## src/rtl/conv_pkg.sv

```systemverilog
// Shared definitions for the convolution input loader and the datapath header decode.
// Holds bus widths, legal image dimension range, the end-of-data marker word and the
// loader state encoding.
package conv_pkg;
  localparam int ADDR_W = 12;
  localparam int DATA_W = 16;
  localparam int DIM_W  = 5;

  localparam logic [DIM_W-1:0]  MIN_DIM    = 5'd3;   // 3x3 kernel needs at least 3
  localparam logic [DIM_W-1:0]  MAX_DIM    = 5'd16;  // one row must fit a 16-bit word
  localparam logic [DATA_W-1:0] END_MARKER = 16'h00FF;

  typedef enum logic [2:0] {
    LD_IDLE,
    LD_HDR_R,
    LD_HDR_C,
    LD_STREAM,
    LD_ROW_WR,
    LD_MARK,
    LD_DONE
  } ld_state_e;
endpackage

```

## src/rtl/conv_input_loader_if.sv

```systemverilog
// Pixel stream handshake and input-SRAM write port of the loader.
//   pix_valid/pix_data  : bit-serial pixel source -> loader
//   pix_ready           : loader accepts pix_data this cycle
//   loader_sram_write_* : address/data/strobe toward the input SRAM
// slave = loader side, master = source/SRAM side.
interface conv_input_loader_if;
  import conv_pkg::*;
  logic              pix_valid;
  logic              pix_data;
  logic              pix_ready;
  logic [ADDR_W-1:0] loader_sram_write_address;
  logic [DATA_W-1:0] loader_sram_write_data;
  logic              loader_sram_write_enable;

  modport slave (
    input  pix_valid, pix_data,
    output pix_ready, loader_sram_write_address, loader_sram_write_data,
           loader_sram_write_enable
  );
  modport master (
    output pix_valid, pix_data,
    input  pix_ready, loader_sram_write_address, loader_sram_write_data,
           loader_sram_write_enable
  );
endinterface

```

## src/rtl/conv_row_packer.sv

```systemverilog
// Collects one image row from the bit-serial stream into a 16-bit word, pixel c in bit c.
//   clk, reset_b : clock, async active-low reset
//   beat_i       : a pixel is accepted this cycle
//   pix_i        : the accepted pixel
//   clr_i        : clear word and column counter (row has been written)
//   ncols_m1_i   : latched column count minus one
//   word_nxt_o   : row word including this cycle's pixel (feeds the write register)
//   row_done_o   : this beat carries the last column of the row
module conv_row_packer import conv_pkg::*; (
  input  logic              clk,
  input  logic              reset_b,
  input  logic              beat_i,
  input  logic              pix_i,
  input  logic              clr_i,
  input  logic [DIM_W-1:0]  ncols_m1_i,
  output logic [DATA_W-1:0] word_nxt_o,
  output logic              row_done_o
);
  localparam int IDX_W = $clog2(DATA_W);

  logic [DIM_W-1:0]  col_q;
  logic [DATA_W-1:0] word_q, bit_d;

  always_comb begin
    bit_d = '0;
    bit_d[col_q[IDX_W-1:0]] = pix_i;
  end

  assign word_nxt_o = word_q | (beat_i ? bit_d : '0);
  assign row_done_o = beat_i && (col_q == ncols_m1_i);

  always_ff @(posedge clk or negedge reset_b) begin
    if (!reset_b) begin
      col_q  <= '0;
      word_q <= '0;
    end else if (clr_i) begin
      col_q  <= '0;
      word_q <= '0;
    end else if (beat_i) begin
      col_q  <= col_q + DIM_W'(1);
      word_q <= word_nxt_o;
    end
  end
endmodule

```

## src/rtl/conv_input_loader.sv

```systemverilog
// Writer side of the convolution input SRAM. One image per load_start is streamed in
// bit-serially and written as [nrows][ncols][row0..rowN-1], optionally followed by
// END_MARKER. Images pack back to back; the write pointer only returns to BASE_ADDR on reset.
//   clk, reset_b          : clock, async active-low reset
//   load_start            : 1-cycle start pulse, samples img_nrows/img_ncols/img_last
//   load_busy, load_error : status (error is sticky until the next legal start)
//   bus (slave)           : pixel handshake + SRAM write port
// Every output is registered. The write registers are loaded on entry to a writing state
// so the strobe is visible during that state (row word lands the cycle after its last pixel).
module conv_input_loader import conv_pkg::*; #(
  parameter logic [ADDR_W-1:0] BASE_ADDR  = 12'h000,
  parameter logic [DATA_W-1:0] END_MARKER = conv_pkg::END_MARKER,
  parameter logic [DIM_W-1:0]  MIN_DIM    = conv_pkg::MIN_DIM,
  parameter logic [DIM_W-1:0]  MAX_DIM    = conv_pkg::MAX_DIM
) (
  input  logic             clk,
  input  logic             reset_b,
  input  logic             load_start,
  input  logic [DIM_W-1:0] img_nrows,
  input  logic [DIM_W-1:0] img_ncols,
  input  logic             img_last,
  output logic             load_busy,
  output logic             load_error,
  conv_input_loader_if.slave bus
);
  ld_state_e         state_q, state_d;
  logic [ADDR_W-1:0] ptr_q, ptr_d, addr_q, addr_d;
  logic [DATA_W-1:0] data_q, data_d, word_nxt;
  logic [DIM_W-1:0]  nrows_q, nrows_d, ncols_q, ncols_d, row_q, row_d, ncols_m1;
  logic              we_q, we_d, ready_q, ready_d, busy_q, busy_d, err_q, err_d;
  logic              last_q, last_d, beat, row_done, start_ok;

  assign start_ok = (img_nrows >= MIN_DIM) && (img_nrows <= MAX_DIM) &&
                    (img_ncols >= MIN_DIM) && (img_ncols <= MAX_DIM);
  assign beat     = ready_q && bus.pix_valid;
  assign ncols_m1 = ncols_q - DIM_W'(1);

  conv_row_packer u_packer (
    .clk        (clk),
    .reset_b    (reset_b),
    .beat_i     (beat),
    .pix_i      (bus.pix_data),
    .clr_i      (state_q == LD_ROW_WR),
    .ncols_m1_i (ncols_m1),
    .word_nxt_o (word_nxt),
    .row_done_o (row_done)
  );

  always_comb begin
    state_d = state_q;
    nrows_d = nrows_q;
    ncols_d = ncols_q;
    row_d   = row_q;
    last_d  = last_q;
    err_d   = err_q;
    ptr_d   = ptr_q;
    addr_d  = addr_q;
    data_d  = data_q;
    we_d    = 1'b0;
    unique case (state_q)
      LD_IDLE: if (load_start) begin
        if (start_ok) begin
          nrows_d = img_nrows;
          ncols_d = img_ncols;
          last_d  = img_last;
          row_d   = '0;
          err_d   = 1'b0;
          state_d = LD_HDR_R;
        end else begin
          err_d   = 1'b1;
        end
      end
      LD_HDR_R:  state_d = LD_HDR_C;
      LD_HDR_C:  state_d = LD_STREAM;
      LD_STREAM: if (row_done) state_d = LD_ROW_WR;
      LD_ROW_WR: begin
        row_d = row_q + DIM_W'(1);
        if (row_q == nrows_q - DIM_W'(1)) state_d = last_q ? LD_MARK : LD_DONE;
        else                              state_d = LD_STREAM;
      end
      LD_MARK:   state_d = LD_DONE;
      LD_DONE:   state_d = LD_IDLE;
      default:   state_d = LD_IDLE;
    endcase

    // Writing states last exactly one cycle, so landing in one means a fresh write.
    unique case (state_d)
      LD_HDR_R:  begin we_d = 1'b1; data_d = {{(DATA_W-DIM_W){1'b0}}, nrows_d}; end
      LD_HDR_C:  begin we_d = 1'b1; data_d = {{(DATA_W-DIM_W){1'b0}}, ncols_q}; end
      LD_ROW_WR: begin we_d = 1'b1; data_d = word_nxt; end
      LD_MARK:   begin we_d = 1'b1; data_d = END_MARKER; end
      default: ;
    endcase
    if (we_d) begin
      addr_d = ptr_q;
      ptr_d  = ptr_q + ADDR_W'(1);  // wraps silently at the top of the SRAM
    end

    ready_d = (state_d == LD_STREAM);
    busy_d  = (state_d != LD_IDLE) && (state_d != LD_DONE);
  end

  always_ff @(posedge clk or negedge reset_b) begin
    if (!reset_b) begin
      state_q <= LD_IDLE;
      ptr_q   <= BASE_ADDR;
      addr_q  <= '0;
      data_q  <= '0;
      we_q    <= 1'b0;
      ready_q <= 1'b0;
      busy_q  <= 1'b0;
      err_q   <= 1'b0;
      nrows_q <= '0;
      ncols_q <= '0;
      row_q   <= '0;
      last_q  <= 1'b0;
    end else begin
      state_q <= state_d;
      ptr_q   <= ptr_d;
      addr_q  <= addr_d;
      data_q  <= data_d;
      we_q    <= we_d;
      ready_q <= ready_d;
      busy_q  <= busy_d;
      err_q   <= err_d;
      nrows_q <= nrows_d;
      ncols_q <= ncols_d;
      row_q   <= row_d;
      last_q  <= last_d;
    end
  end

  assign bus.pix_ready                 = ready_q;
  assign bus.loader_sram_write_address = addr_q;
  assign bus.loader_sram_write_data    = data_q;
  assign bus.loader_sram_write_enable  = we_q;
  assign load_busy                     = busy_q;
  assign load_error                    = err_q;
endmodule
```

## src/flat_wrapper.sv

```systemverilog
// flat-port wrapper written by rule: the top's interface ports become plain ports
module conv_input_loader_flat import conv_pkg::*;
#(
  parameter logic [ADDR_W-1:0] BASE_ADDR  = 12'h000,
  parameter logic [DATA_W-1:0] END_MARKER = conv_pkg::END_MARKER,
  parameter logic [DIM_W-1:0]  MIN_DIM    = conv_pkg::MIN_DIM,
  parameter logic [DIM_W-1:0]  MAX_DIM    = conv_pkg::MAX_DIM
)
  (clk, reset_b, load_start, img_nrows, img_ncols, img_last, load_busy, load_error, bus_pix_valid, bus_pix_data, bus_pix_ready, bus_loader_sram_write_address, bus_loader_sram_write_data, bus_loader_sram_write_enable);
  conv_input_loader_if bus_i ();
  input  logic clk;
  input  logic reset_b;
  input  logic load_start;
  input  logic [DIM_W-1:0] img_nrows;
  input  logic [DIM_W-1:0] img_ncols;
  input  logic img_last;
  output logic load_busy;
  output logic load_error;
  input wire logic [$bits(bus_i.pix_valid)-1:0] bus_pix_valid;
  input wire logic [$bits(bus_i.pix_data)-1:0] bus_pix_data;
  output wire logic [$bits(bus_i.pix_ready)-1:0] bus_pix_ready;
  output wire logic [$bits(bus_i.loader_sram_write_address)-1:0] bus_loader_sram_write_address;
  output wire logic [$bits(bus_i.loader_sram_write_data)-1:0] bus_loader_sram_write_data;
  output wire logic [$bits(bus_i.loader_sram_write_enable)-1:0] bus_loader_sram_write_enable;
  assign bus_i.pix_valid = bus_pix_valid;
  assign bus_i.pix_data = bus_pix_data;
  assign bus_pix_ready = bus_i.pix_ready;
  assign bus_loader_sram_write_address = bus_i.loader_sram_write_address;
  assign bus_loader_sram_write_data = bus_i.loader_sram_write_data;
  assign bus_loader_sram_write_enable = bus_i.loader_sram_write_enable;
  conv_input_loader #(.BASE_ADDR(BASE_ADDR), .END_MARKER(END_MARKER), .MIN_DIM(MIN_DIM), .MAX_DIM(MAX_DIM)) u_core (.clk(clk), .reset_b(reset_b), .load_start(load_start), .img_nrows(img_nrows), .img_ncols(img_ncols), .img_last(img_last), .load_busy(load_busy), .load_error(load_error), .bus(bus_i));
endmodule
```

## config.mk

```make
export PLATFORM = sky130hd
export DESIGN_NAME = conv_input_loader_flat
export DESIGN_NICKNAME = d
export VERILOG_FILES = /design/src/rtl/conv_pkg.sv /design/src/rtl/conv_input_loader_if.sv /design/src/rtl/conv_row_packer.sv /design/src/rtl/conv_input_loader.sv /design/src/flat_wrapper.sv
export SDC_FILE = /design/constraint.sdc
export NUM_CORES = 1
export LEC_CHECK = 0
export CORE_ASPECT_RATIO = 0.6
export CORE_MARGIN = 2
export CORE_UTILIZATION = 30
export CTS_CLUSTER_SIZE = 14
export DETAILED_ROUTE_END_ITERATION = 12
export PLACE_DENSITY = 0.58
export REMOVE_ABC_BUFFERS = 1
export SLEW_MARGIN = 10
export SYNTH_ARGS = -nofsm -noshare
export SYNTH_HDL_FRONTEND = slang
export SYNTH_HIERARCHICAL = 1
export SYNTH_SLANG_ARGS = --single-unit
export TNS_END_PERCENT = 5
```

## constraint.sdc

```tcl
create_clock -name clk -period 4.44 [get_ports clk]
set_input_delay 1.332 -clock clk [delete_from_list [all_inputs] [get_ports clk]]
set_output_delay 1.332 -clock clk [all_outputs]
set_load 0.02 [all_outputs]
```

==> results_dict.tcl <==
set metrics [dict create \
    status "finished, final reports clean" \
    via_per_inst 4.854 \
    number_of_placement_rows 32 \
    setup.reg_to_reg.worst_slack_ps 620 \
    worstHoldPathType "register to register" \
    tritoncts_clock_tree "done" \
    cts.hold.buffers_added 0 \
    design_power_total_uw 2602 \
    yosysTopAreaCellShare_pct 51.50 \
    ios 48 \
    port_buffers 47 \
    detailedPlacementHpwl_um 6519 \
    share_clk_of_total_power_pct 29.2 \
    global_route_wire_length_before_repair_um 15150 \
    worst_path_dominant_cell_family "compound AO/OA/AOI/OAI gates" \
    netlist-cell-type-count 52 \
    power.static_leakage_uw 0.002316 \
    peakVddDrop_v 0.0002477 \
    fillers 1259 \
    post-cts-setup-buffers 0 \
    via_count 2752 \
    critical_path.startpoint "img_ncols[1]" \
    clock-skew-final_ps 6.267 \
    endpoint_kind "register" \
    async_flop_share_pct 100.0 \
    timing.final.setup_violations 0 \
    postCtsResizedCells 0 \
    drv.max_cap_violation_count 0 \
    critical_path_depth 8 \
    regToRegEndpoint "u_core/bus.loader_sram_write_address[1]" \
    finish.net_count 416 \
    maxSlewViolCount 0 \
    maximum_clock_rate_ghz 0.2562 \
    initialDrtViolationCount 144 \
    grt_usage_pct 13.48 \
    finalWeightedCongestion 0.8068 \
    average_wire_per_cell_in_the_routed_design_um 16.14 \
    synthesis.yosys.warnings 6 \
    switching_share_pct 32.11 \
    floorplan.core_area_um2 13050 \
    power_density_nw_per_um2 518.5 \
    multi_input_comb_area_um2 1810 \
    ff_latch_area_um2 2102 \
    hold_viol 0 \
    final_period_minus_worst_setup_slack_ps 3903 \
    finish.utilization_pct 38.45 \
    die_width_um 154.6 \
    slowest_delay_ps 770 \
    critical_path_class "input pin to register" \
    timing.final.crit_share_pct 87.91 \
    worstPathMaxFanout 27 \
    antenna_violating_nets_post_route 0 \
    power.internal_uw 1767 \
    ys.flop_type "sky130_fd_sc_hd__dfrtp_1" \
    met3_usage_pct 3.121 \
    routed_wl_um 9153 \
    antennaDiodeCount 0 \
    gr-total-overflow 0 \
    cts.reportedPaths.clkPinSlew_ps 70 \
    final_cell_area_um2 5019 \
    clock_insertion_delay_at_the_later_pin_of_the_skew_report_ps 340 \
    synth.yosys.seq_area_share_pct 51.50 \
    cp.arrival_ps 4120 \
    biggest_area_consumer_among_synthesized_cells "sky130_fd_sc_hd__dfrtp_1" \
    synth_edf_count 0 \
    met1_usage_pct 20.56 \
    grt_pass1_vias 2747 \
    drtPass1Iterations 4 \
    crit_path_cell_trace "clkdlybuf4s50_1 -> a211o_1 -> mux2i_1 -> or3_1 -> nand3_4 -> a31oi_4 -> buf_4 -> mux2_1" \
    setup_total_negative_slack_ps 0 \
    ys_top_cells_by_area "sky130_fd_sc_hd__dfrtp_1, sky130_fd_sc_hd__xor2_1, sky130_fd_sc_hd__mux2_1" \
    final_layout_size_suffix_gt1_share_pct 17.13 \
    route.detailed.drc 0 \
    timing.critical_path.required_ps 4660 \
    grt_setup_unrepaired "false" \
    maxSlewHeadroom_pct 29.91 \
    worst-slew-pin-transition_ps 1051 \
    worstRegToRegCells 13 \
    starting_density_of_the_core_pct 31.27 \
    cp.buffers_inverters 2 \
    die_area_um2 14580 \
    globalRoute.busiestLayer "met1" \
    root_buffer "sky130_fd_sc_hd__clkbuf_16" \
    synthesized_area_per_cell_um2 11.93 \
    antenna_violations_before_repair 0 \
    cts_buffers 9 \
    global_route.usage.met2_pct 18.53 \
    setup.worst_path.start_class "input pin" \
    comb_power_share_pct 29.4 \
    htree_levels 3 \
    power_switching_uw 835.6 \
    die_height_um 94.35 \
    mapped_area_um2 4081 \
    r2r-start "u_core/ncols_q[0]" \
    critical_path.slowest_cell "sky130_fd_sc_hd__a31oi_4" \
    postSynthCellCount 342 \
    clock_sink_count 84 \
    area_growth_syn_to_layout_pct 22.96 \
    cts_max_path_buffers 2 \
    timing.critical_path.to "u_core/bus.loader_sram_write_address[1]" \
    sequentialPowerShare_pct 41.4 \
    grt_max_degree 85 \
    synth.ff_latch_count 84 \
    place_area_um2 4717 \
]
worst min-delay path by stage:
stage | startpoint | end | slack, ps | depth (start not counted)
floorplan | u_core/ptr_q[11] | u_core/ptr_q[11] | 430 | 1
global placement | u_core/ptr_q[11] | u_core/ptr_q[11] | 460 | 1
detailed placement | u_core/ptr_q[11] | u_core/ptr_q[11] | 480 | 1
CTS | u_core/ptr_q[11] | u_core/ptr_q[11] | 490 | 1
global route | u_core/ptr_q[11] | u_core/ptr_q[11] | 500 | 1
finish | u_core/ptr_q[11] | u_core/ptr_q[11] | 480 | 1
routing by layer:
| layer | vias to the layer above | part of all wire, % |
|---|---|---|
| met1 | 1392 | 54 |
| met2 | 43 | 41 |
| li1 | 1308 | - |
| met3 | 9 | 3.5 |
| met5 | - | 0 |
| met4 | 0 | 1.4 |
kinds of logic after synthesis:
family,share of synthesized area (%)
AOI/OAI and AO/OA,11.07
and+or+nand+nor,15.14
DFF,51.50
adders and majority gates,2.453
muxes,8.829
xor gates and xnor gates,6.867
buffers and inverters,4.138
registers in the layout, summed over array words and instances (netlist names):
name                                  cells
u_core/bus.loader_sram_write_data        16
u_core/u_packer/word_q                   16
u_core/bus.loader_sram_write_address     12
u_core/ptr_q                             12
u_core/ncols_q                            5
u_core/nrows_q                            5
u_core/row_q                              5
u_core/u_packer/col_q                     5
u_core/state_q                            3
u_core/bus.loader_sram_write_enable       1
u_core/bus.pix_ready                      1
u_core/last_q                             1
u_core/load_busy                          1
u_core/load_error                         1
power groups by stage:
stage | clock (µW) | combinational [µW] | sequential, µW
global route | 815 | 830 | 1100
CTS | 780 | 768 | 1080
finish | 760 | 765 | 1080
floorplan | 0 | 423 | 1120
global placement | 0 | 747 | 1090
detailed placement | 0 | 763 | 1090
worst register-to-register path: stages, from the launching register on:
cell and delay [ps]:
sky130_fd_sc_hd__dfrtp_1 380, sky130_fd_sc_hd__inv_1 100, sky130_fd_sc_hd__ha_1 230, sky130_fd_sc_hd__and3_1 190, sky130_fd_sc_hd__xnor2_1 130, sky130_fd_sc_hd__xor2_1 160, sky130_fd_sc_hd__nor4_1 450, sky130_fd_sc_hd__and3_1 260
sky130_fd_sc_hd__a21oi_1 100, sky130_fd_sc_hd__nand2_1 160, sky130_fd_sc_hd__nand3_4 100, sky130_fd_sc_hd__a31oi_4 770, sky130_fd_sc_hd__buf_4 320, sky130_fd_sc_hd__mux2_1 340
cell usage after synthesis (11+ instances only):
master                    number
sky130_fd_sc_hd__dfrtp_1      84
sky130_fd_sc_hd__xor2_1       24
sky130_fd_sc_hd__inv_1        19
sky130_fd_sc_hd__nand2_1      19
sky130_fd_sc_hd__a31o_2       14
sky130_fd_sc_hd__nor2b_1      14
sky130_fd_sc_hd__mux2_1       13
sky130_fd_sc_hd__nor2_1       12
sky130_fd_sc_hd__mux2_2       11
sky130_fd_sc_hd__o21ai_0      11
layout make-up:
type	count	area share (%)
sequential	84	41.88
clock inverter	7	1.521
timing repair buffer	53	10.22
inverter	21	1.571
multi-input combinational	223	36.08
tap	170	4.238
clock buffer	9	4.488
placed cells by master (no fill, tap or decap), drive strengths merged, types with 3 or more instances in the layout:
cell type and count:
dfrtp 84, clkinv 3, clkdlybuf4s50 46, nor2b 19
xor2 24, xnor2 8, inv 22, buf 7
a221o 3, mux2i 9, mux2 24, nor3b 4
a22o 9, o221ai 5, clkbuf 9, nand2 20
nor3 6, and3 5, a31o 17, nor2 13
o21ai 11, ha 8, nor4 3, nand3 10
per-stage QoR:
stage,worst slack (ps),std cells,hold slack (ps)
final,536.6,567,476.1
after CTS,535.3,567,485.3
after floorplan,791.7,328,434.7
after detailed placement,179.7,551,476.4
after global placement,241.0,551,457.2
after global routing,375.7,567,502.9
Note: power is estimated with default switching activity, not from simulation.
